--- src/rtl/expr_eval.sv ---
// expr_eval: evaluates a stream of ASCII characters of the form
// digit ( ('+'|'*') digit )* one character per clock. '*' binds tighter
// than '+'. The block reports the running value of the longest legal prefix,
// plus valid, error and overflow flags. It tracks the syntax in lock-step
// with the upstream recogniser, so its valid flag matches that recogniser's
// output on every cycle.
module expr_eval #(
    parameter int WIDTH = 8
) (
    input  logic             clk,
    input  logic             clr,
    input  logic [7:0]       in,
    output logic [WIDTH-1:0] result,
    output logic             valid,
    output logic             error,
    output logic             overflow
);

    typedef enum logic [1:0] {
        IDLE,
        NUM,
        OP,
        ERR
    } state_t;

    state_t             r_state;
    state_t             w_nextState;
    logic [WIDTH-1:0]   r_sum;
    logic [WIDTH-1:0]   r_term;
    logic               r_pendMul;
    logic [WIDTH-1:0]   w_nextSum;
    logic [WIDTH-1:0]   w_nextTerm;
    logic               w_nextPendMul;
    logic               w_arithOvf;

    logic [WIDTH-1:0]   r_result;
    logic               r_valid;
    logic               r_error;
    logic               r_overflow;

    logic               w_isDigit;
    logic               w_isPlus;
    logic               w_isMul;
    logic [WIDTH-1:0]   w_digit;
    logic [2*WIDTH-1:0] w_productWide;
    logic [2*WIDTH-1:0] w_plusWide;
    logic [2*WIDTH-1:0] w_resultWide;
    logic               w_resultOvf;

    // ASCII digits 0x30..0x39 carry their value in the low nibble.
    assign w_isDigit = (in >= 8'h30) && (in <= 8'h39);
    assign w_isPlus  = (in == 8'h2B);
    assign w_isMul   = (in == 8'h2A);
    assign w_digit   = {{(WIDTH-4){1'b0}}, in[3:0]};

    // All arithmetic is done at double width so overflow is simply a non-zero upper half.
    assign w_productWide = {{WIDTH{1'b0}}, r_term} * {{(2*WIDTH-4){1'b0}}, in[3:0]};
    assign w_plusWide    = {{WIDTH{1'b0}}, r_sum} + {{WIDTH{1'b0}}, r_term};
    assign w_resultWide  = {{WIDTH{1'b0}}, w_nextSum} + {{WIDTH{1'b0}}, w_nextTerm};
    assign w_resultOvf   = (w_nextState == NUM) && (w_resultWide[2*WIDTH-1:WIDTH] != '0);

    // Next-state and next-operand logic: one character decides each transition.
    always_comb begin
        w_nextState   = r_state;
        w_nextSum     = r_sum;
        w_nextTerm    = r_term;
        w_nextPendMul = r_pendMul;
        w_arithOvf    = 1'b0;
        case (r_state)
            IDLE: begin
                if (w_isDigit) begin
                    w_nextState = NUM;
                    w_nextTerm  = w_digit;
                    w_nextSum   = '0;
                end else begin
                    w_nextState = ERR;
                end
            end
            NUM: begin
                if (w_isPlus) begin
                    w_nextState   = OP;
                    w_nextSum     = w_plusWide[WIDTH-1:0];
                    w_nextPendMul = 1'b0;
                    w_arithOvf    = (w_plusWide[2*WIDTH-1:WIDTH] != '0);
                end else if (w_isMul) begin
                    w_nextState   = OP;
                    w_nextPendMul = 1'b1;
                end else begin
                    w_nextState = ERR;
                end
            end
            OP: begin
                if (w_isDigit) begin
                    w_nextState = NUM;
                    if (r_pendMul) begin
                        w_nextTerm = w_productWide[WIDTH-1:0];
                        w_arithOvf = (w_productWide[2*WIDTH-1:WIDTH] != '0);
                    end else begin
                        w_nextTerm = w_digit;
                    end
                end else begin
                    w_nextState = ERR;
                end
            end
            default: begin
                w_nextState = ERR;
            end
        endcase
    end

    // State and operand registers; clr wins over any character on the same edge.
    always_ff @(posedge clk) begin
        if (clr) begin
            r_state   <= IDLE;
            r_sum     <= '0;
            r_term    <= '0;
            r_pendMul <= 1'b0;
        end else begin
            r_state   <= w_nextState;
            r_sum     <= w_nextSum;
            r_term    <= w_nextTerm;
            r_pendMul <= w_nextPendMul;
        end
    end

    // Output registers: result refreshes only when landing on a digit, so it holds the last legal value.
    always_ff @(posedge clk) begin
        if (clr) begin
            r_result   <= '0;
            r_valid    <= 1'b0;
            r_error    <= 1'b0;
            r_overflow <= 1'b0;
        end else begin
            if (w_nextState == NUM) begin
                r_result <= w_resultWide[WIDTH-1:0];
            end
            r_valid    <= (w_nextState == NUM);
            r_error    <= (w_nextState == ERR);
            r_overflow <= r_overflow | w_arithOvf | w_resultOvf;
        end
    end

    assign result   = r_result;
    assign valid    = r_valid;
    assign error    = r_error;
    assign overflow = r_overflow;

endmodule

--- config.mk ---
export PLATFORM = sky130hd
export DESIGN_NAME = expr_eval
export DESIGN_NICKNAME = d
export VERILOG_FILES = /design/src/rtl/expr_eval.sv
export SDC_FILE = /design/constraint.sdc
export NUM_CORES = 1
export LEC_CHECK = 0
export BUFFER_PORTS_ARGS = -buffer_cell sky130_fd_sc_hd__buf_2
export CAP_MARGIN = 20
export CORE_UTILIZATION = 25
export CTS_CLUSTER_SIZE = 20
export DETAILED_ROUTE_END_ITERATION = 6
export GPL_TIMING_DRIVEN = 0
export PLACE_DENSITY_LB_ADDON = 0.08
export SLEW_MARGIN = 20
export SYNTH_ARGS = -nofsm -noshare
export SYNTH_HDL_FRONTEND = slang
export SYNTH_SLANG_ARGS = --single-unit
--- constraint.sdc ---
create_clock -name clk -period 8.42 [get_ports clk]
set_input_delay 0.421 -clock clk [delete_from_list [all_inputs] [get_ports clk]]
set_output_delay 0.421 -clock clk [all_outputs]
set_load 0.02 [all_outputs]
## After elaboration in Yosys (flattened, before gate mapping)

Cells that the tools add are included.

| storage, ports and cells | value |
|---|---|
| bits in registers | 30 |
| input bits | 10 |

| cells by class | value |
|---|---|
| multiply operators | 1 |
| magnitude comparators | 2 |
| add/subtract/negate cells | 2 |
| equal/unequal tests | 6 |
| muxes and demuxes | 17 |
| bitwise operators | 2 |
| reduce and logical (&&, ||, !) cells | 9 |

Operators by type and width:

| cell | number |
|---|---|
| $mux W8 | 5 |
| $pmux W8 S2 | 2 |
| $reduce_bool A8 Y1 | 3 |
| $add A8 B8 Y9 | 2 |
| $eq A8 B6 Y1 const B | 2 |
| $mul A8 B4 Y12 | 1 |
| $ge A8 B6 Y1 const B | 1 |
| $le A8 B6 Y1 const B | 1 |
| $mux W1 | 7 |
| $eq A2 B1 Y1 const B | 2 |
| $eq A2 B2 Y1 const B | 2 |
| $pmux W2 S2 | 1 |
| $logic_and A1 B1 Y1 | 2 |
| $logic_not A2 Y1 | 1 |
| $mux W2 | 1 |
| $or A1 B1 Y1 | 2 |
| $pmux W1 S2 | 1 |
| $reduce_and A2 Y1 | 1 |
| $reduce_bool A2 Y1 | 1 |
| $reduce_or A2 Y1 | 1 |

## Depth between registers and ports, before layout

| depth | value |
|---|---|
| word-level depth | 8 |
| depth in mapped cells | 18 |
| depth with buffers taken out | 17 |

## Worst setup path before layout

Ideal clock, no wire load.

| timing path | value |
|---|---|
| path kind | in2reg |
| start point | input in[3] |
| end point | register r_overflow, in the netlist overflow |
| arrival | 4.033 ns |
| path buffers | 1 |
| setup time | 0.127 ns |
| stages on the path | 17 |
| path slack | 4.260 ns |
| required time | 8.293 ns |
| path through | buf_2 > and2_1 > fa_1 > inv_1 > fa_1 > inv_1 > ha_1 > nor2b_1 > o21ai_0 > nand2_1 > a32o_1 > ha_1 > or3_1 > o211a_1 > o21ai_0 > a21oi_1 > or3_1 |

| between the ends | value |
|---|---|
| word-level cells in the longest chain between the ends | 8 |

RTL lines:

| what | RTL line | source |
|---|---|---|
| start: declaration | 12 | `input logic [7:0] in,` |
| $mul A8 B4 Y12 (tied with other cells) | 57 | `assign w_productWide = {{WIDTH{1'b0}}, r_term} * {{(2*WIDTH-4){1'b0}}, in[3:0]};` |
| $mux W8 or $logic_and A1 B1 Y1 (tied branches) | 95, 51 |  |
| $mux W8 (on tied branches) | 93, 71 |  |
| $pmux W8 S2 * | 69 | `case (r_state)` |
| named net w_nextTerm[6] | 32 | `logic [WIDTH-1:0] w_nextTerm;` |
| $add A8 B8 Y9 * | 59 | `assign w_resultWide = {{WIDTH{1'b0}}, w_nextSum} + {{WIDTH{1'b0}}, w_nextTerm};` |
| $reduce_bool A8 Y1 * | 60 | `assign w_resultOvf = (w_nextState == NUM) && (w_resultWide[2*WIDTH-1:WIDTH] != '0);` |
| $logic_and A1 B1 Y1 * | 60 |  |
| $or A1 B1 Y1 * | 139 | `r_overflow <= r_overflow \| w_arithOvf \| w_resultOvf;` |
| end signal: assignment | 139 |  |
| end: declaration | 39 | `logic r_overflow;` |

Mark *: on every way through the listed nets, which the timed path passes. The rest lies on a longest branch.
A chain may end at the register's enable or synchronous reset.

## Worst setup path after layout

| timing path | value |
|---|---|
| start point | register r_term[1] |
| end point | register r_overflow, in the netlist overflow |

| between the ends | value |
|---|---|
| word-level cells in the longest chain between the ends | 8 |

RTL lines:

| what | RTL line | source |
|---|---|---|
| start: declaration | 29 | `logic [WIDTH-1:0] r_term;` |
| start signal: assignment | 121 | `r_term <= w_nextTerm;` |
| $mul A8 B4 Y12 | 57 |  |
| $mux W8 | 95 | `if (r_pendMul) begin` |
| $mux W8 | 93 | `if (w_isDigit) begin` |
| $pmux W8 S2 | 69 |  |
| named net w_nextTerm[3] | 32 |  |
| $add A8 B8 Y9 | 59 |  |
| $reduce_bool A8 Y1 | 60 |  |
| $logic_and A1 B1 Y1 | 60 |  |
| $or A1 B1 Y1 | 139 |  |

The timed path passes the listed nets, and every way through them passes these cells.

==> metrics.txt <==
status finished, final reports clean; number of synthesized flops with an enable pin 0; Worst VDD drop 0.06189 mV; Cell Pwr Density 94.58 nW/µm²; Max Clk Rate 229.5 MHz; Die Span Y 108.0 µm; Final WS setup 4.063 ns; Syn Nets 394; post-layout util 29.02%; DRT Wirelength 7091 µm; Max Slew Vio Count 0; worst skew pair latency 0.28 ns; setup TNS 0 ns; critical path arrival 4.52 ns; Worst R2R End overflow$_SDFF_PP0_; CP dominant cell by count fa_1; CTS Root Buffer Type clkbuf_8; postcts setup bufs 0; Cell variety after synth 50; Clock Skews 0.006348 ns; Synth top area share 21.39%; commonest cells after routing, fill and taps aside ha_1 (36), and2_1 (32), nand2_1 (31); share of layout cells above drive strength 1 9.972%; number of max-cap violations 0; fill count 1172; Yosys warnings 0; critical path peak fanout 7; CTS tree built; die width 108.0 µm; global-route wire length before repair 11850 µm; Min-Delay Startpoint result[6]$_SDFFE_PP0P_; Critical Path Slowest Stage Cell fa_1; CTS Sinks 30; flop2flop setup slack 4.06 ns; gr usage total 13.23%; RSZ-0062 raised after global routing false; post-CTS sizing 0; most common cell after layout, fill and taps aside ha_1; sequential area share after synthesis 21.39%; DP HPWL 5825 µm; worst setup path startpoint r_term[1]$_SDFF_PP0_; crit-path max cell delay 0.55 ns; largest net degree at the start of global routing 11; Syn Area/Cell 8.406 µm²; worst rel slew slack 59.03%; Hold Path Class register to register; # hold bufs at CTS 0; initial antenna violation count 0; Synth area leader dfxtp_1; final std cells w/o fill 501; WHS Endpoint result[6]$_SDFFE_PP0P_; CTS buffer count 5; CTS Buffer Depth 2; measured slew at the worst slew-check pin 0.6146 ns; Initial Util 25.79%; Synth area leaders dfxtp_1 (21%), ha_1 (16%), fa_1 (10%); Final GP Congestion 0.7571; vias per cell 4.629; synthesis-to-layout area growth 12.52%; Hold Crit Depth 2; buffers and inverters on the worst path 2; ys async rst share 0%; placed cell count 494; PnR Total Power 298.8 µW; DRC Markers 0; Pre-Repair DR Iteration Count 4; synthesized netlist cell count 334; die area 11660 µm²; pre-CTS setup slack 3.700 ns; post-route ant nets 0; Top FF cell, synth dfxtp_1; clock slew at reported path FFs 0.06 ns; Final period util 51.75%; Rows 38; Reg2Reg Depth 15; DR vias 2319; Pleak 1.573 nW; synthesized flop and latch total 30; GRT overflow 0; CP top delay family adder cells; synthesized area 2808 µm²; final setup fails 0; initial DRC count 66; startpoint class of the critical path register; Reg area 600.6 µm²; Worst R2R Start r_term[1]$_SDFF_PP0_; Worst setup EP type register; area of the multi-input gates 2052 µm²; vias in the first global route 2305; ant diodes 0; Layout Nets 421; data required time at the worst endpoint 8.58 ns; Tmin final 4.357 ns; WS Path Type register to register; routed len/inst 14.15 µm; Port Buffer Count 20; core area 10890 µm²; crit path cell chain nand2_1 -> fa_1 -> inv_1 -> fa_1 -> inv_1 -> fa_1 -> o21a_1 -> o21ai_0 -> ha_1 -> o21a_1 -> o31a_1 -> o211a_1 -> o21ai_0 -> a21oi_1 -> or3_1; Fin. Hold Viols 0; Ports 21; H-tree levels 2
-- layer usage --
metal | up-vias | routed length (µm) | GRT usage [%] | part of all wire [%]
met2 | 21 | 3254 | 21.38 | 46
met4 | 0 | 40 | 2.642 | 0.56
met3 | 5 | 140 | 2.230 | 2.0
met5 | - | 0 | 0 | 0
li1 | 1205 | - | - | -
met1 | 1088 | 3655 | 18.43 | 52
-- layout make-up --
cell class / instances / share of cell area (%)
Inverter: 30 / 3.564
Clock buffer: 7 / 2.416
Sequential cell: 30 / 19.01
Tap cell: 140 / 5.545
Timing Repair Buffer: 20 / 3.168
Buffer: 9 / 1.347
Multi-Input combinational cell: 265 / 64.95
-- worst min-delay path, stage by stage (launching register included) --
cell and delay, ns:
dfxtp_1 0.31, nand2_1 0.05, a21oi_1 0.05
-- flip-flops by register name, indices dropped and copies added (netlist names) --
signal and flops:
error 1, overflow 1, r_pendMul 1, r_state 2, r_sum 8, r_term 8
result 8, valid 1
-- metrics by stage --
stage	hold slack, ns	cell area (µm²)
after floorplan	0.4584	2808
after global placement	0.4406	3083
after detailed placement	0.4414	3083
after CTS	0.4543	3159
after global routing	0.4786	3159
final	0.4506	3159
-- cells by family (layout without fill, tap and decap cells) --
group | Yosys count | after routing | share of synthesized area [%]
fa+ha+maj | 50 | 50 | 26.02
buf+inv | 39 | 66 | 5.526
mux | 6 | 6 | 2.139
flops | 30 | 30 | 21.39
simple gates | 116 | 116 | 20.86
compound gates | 79 | 79 | 19.70
xor+xnor | 14 | 14 | 4.367
-- worst max-delay path by stage --
stage / endpoint / slack, ns / cells past startpoint
global placement: overflow$_SDFF_PP0_ / 3.68 / 17
global route: overflow$_SDFF_PP0_ / 3.75 / 15
finish: overflow$_SDFF_PP0_ / 4.06 / 15
floorplan: overflow$_SDFF_PP0_ / 4.26 / 17
detailed placement: overflow$_SDFF_PP0_ / 3.70 / 17
CTS: overflow$_SDFF_PP0_ / 3.96 / 15
-- cell usage after synthesis, types with 2 or more instances --
master    instances
a211oi_1          2
a21o_1            7
a21oi_1          19
a22o_1            6
a31oi_1           2
and2_1           32
and3_1            2
buf_2             4
clkbuf_1          4
dfxtp_1          30
fa_1             14
ha_1             36
inv_1            30
mux2i_1           6
nand2_1          31
nand2b_1          3
nand3_1           4
nor2_1           27
nor2b_1           4
nor3_1            5
o21a_1            6
o21ai_0          14
o21bai_1          3
o31a_1            2
o31ai_1           2
or3_1             3
xnor2_1          11
xor2_1            3
-- power breakdown --
group	internal (mW)	leakage (nW)	switching [mW]
logic	0.0144	1.29	0.0261
registers	0.145	0.243	0.00248
clock network	0.0568	0.0383	0.0537
Power figures use the tool's default switching activity.
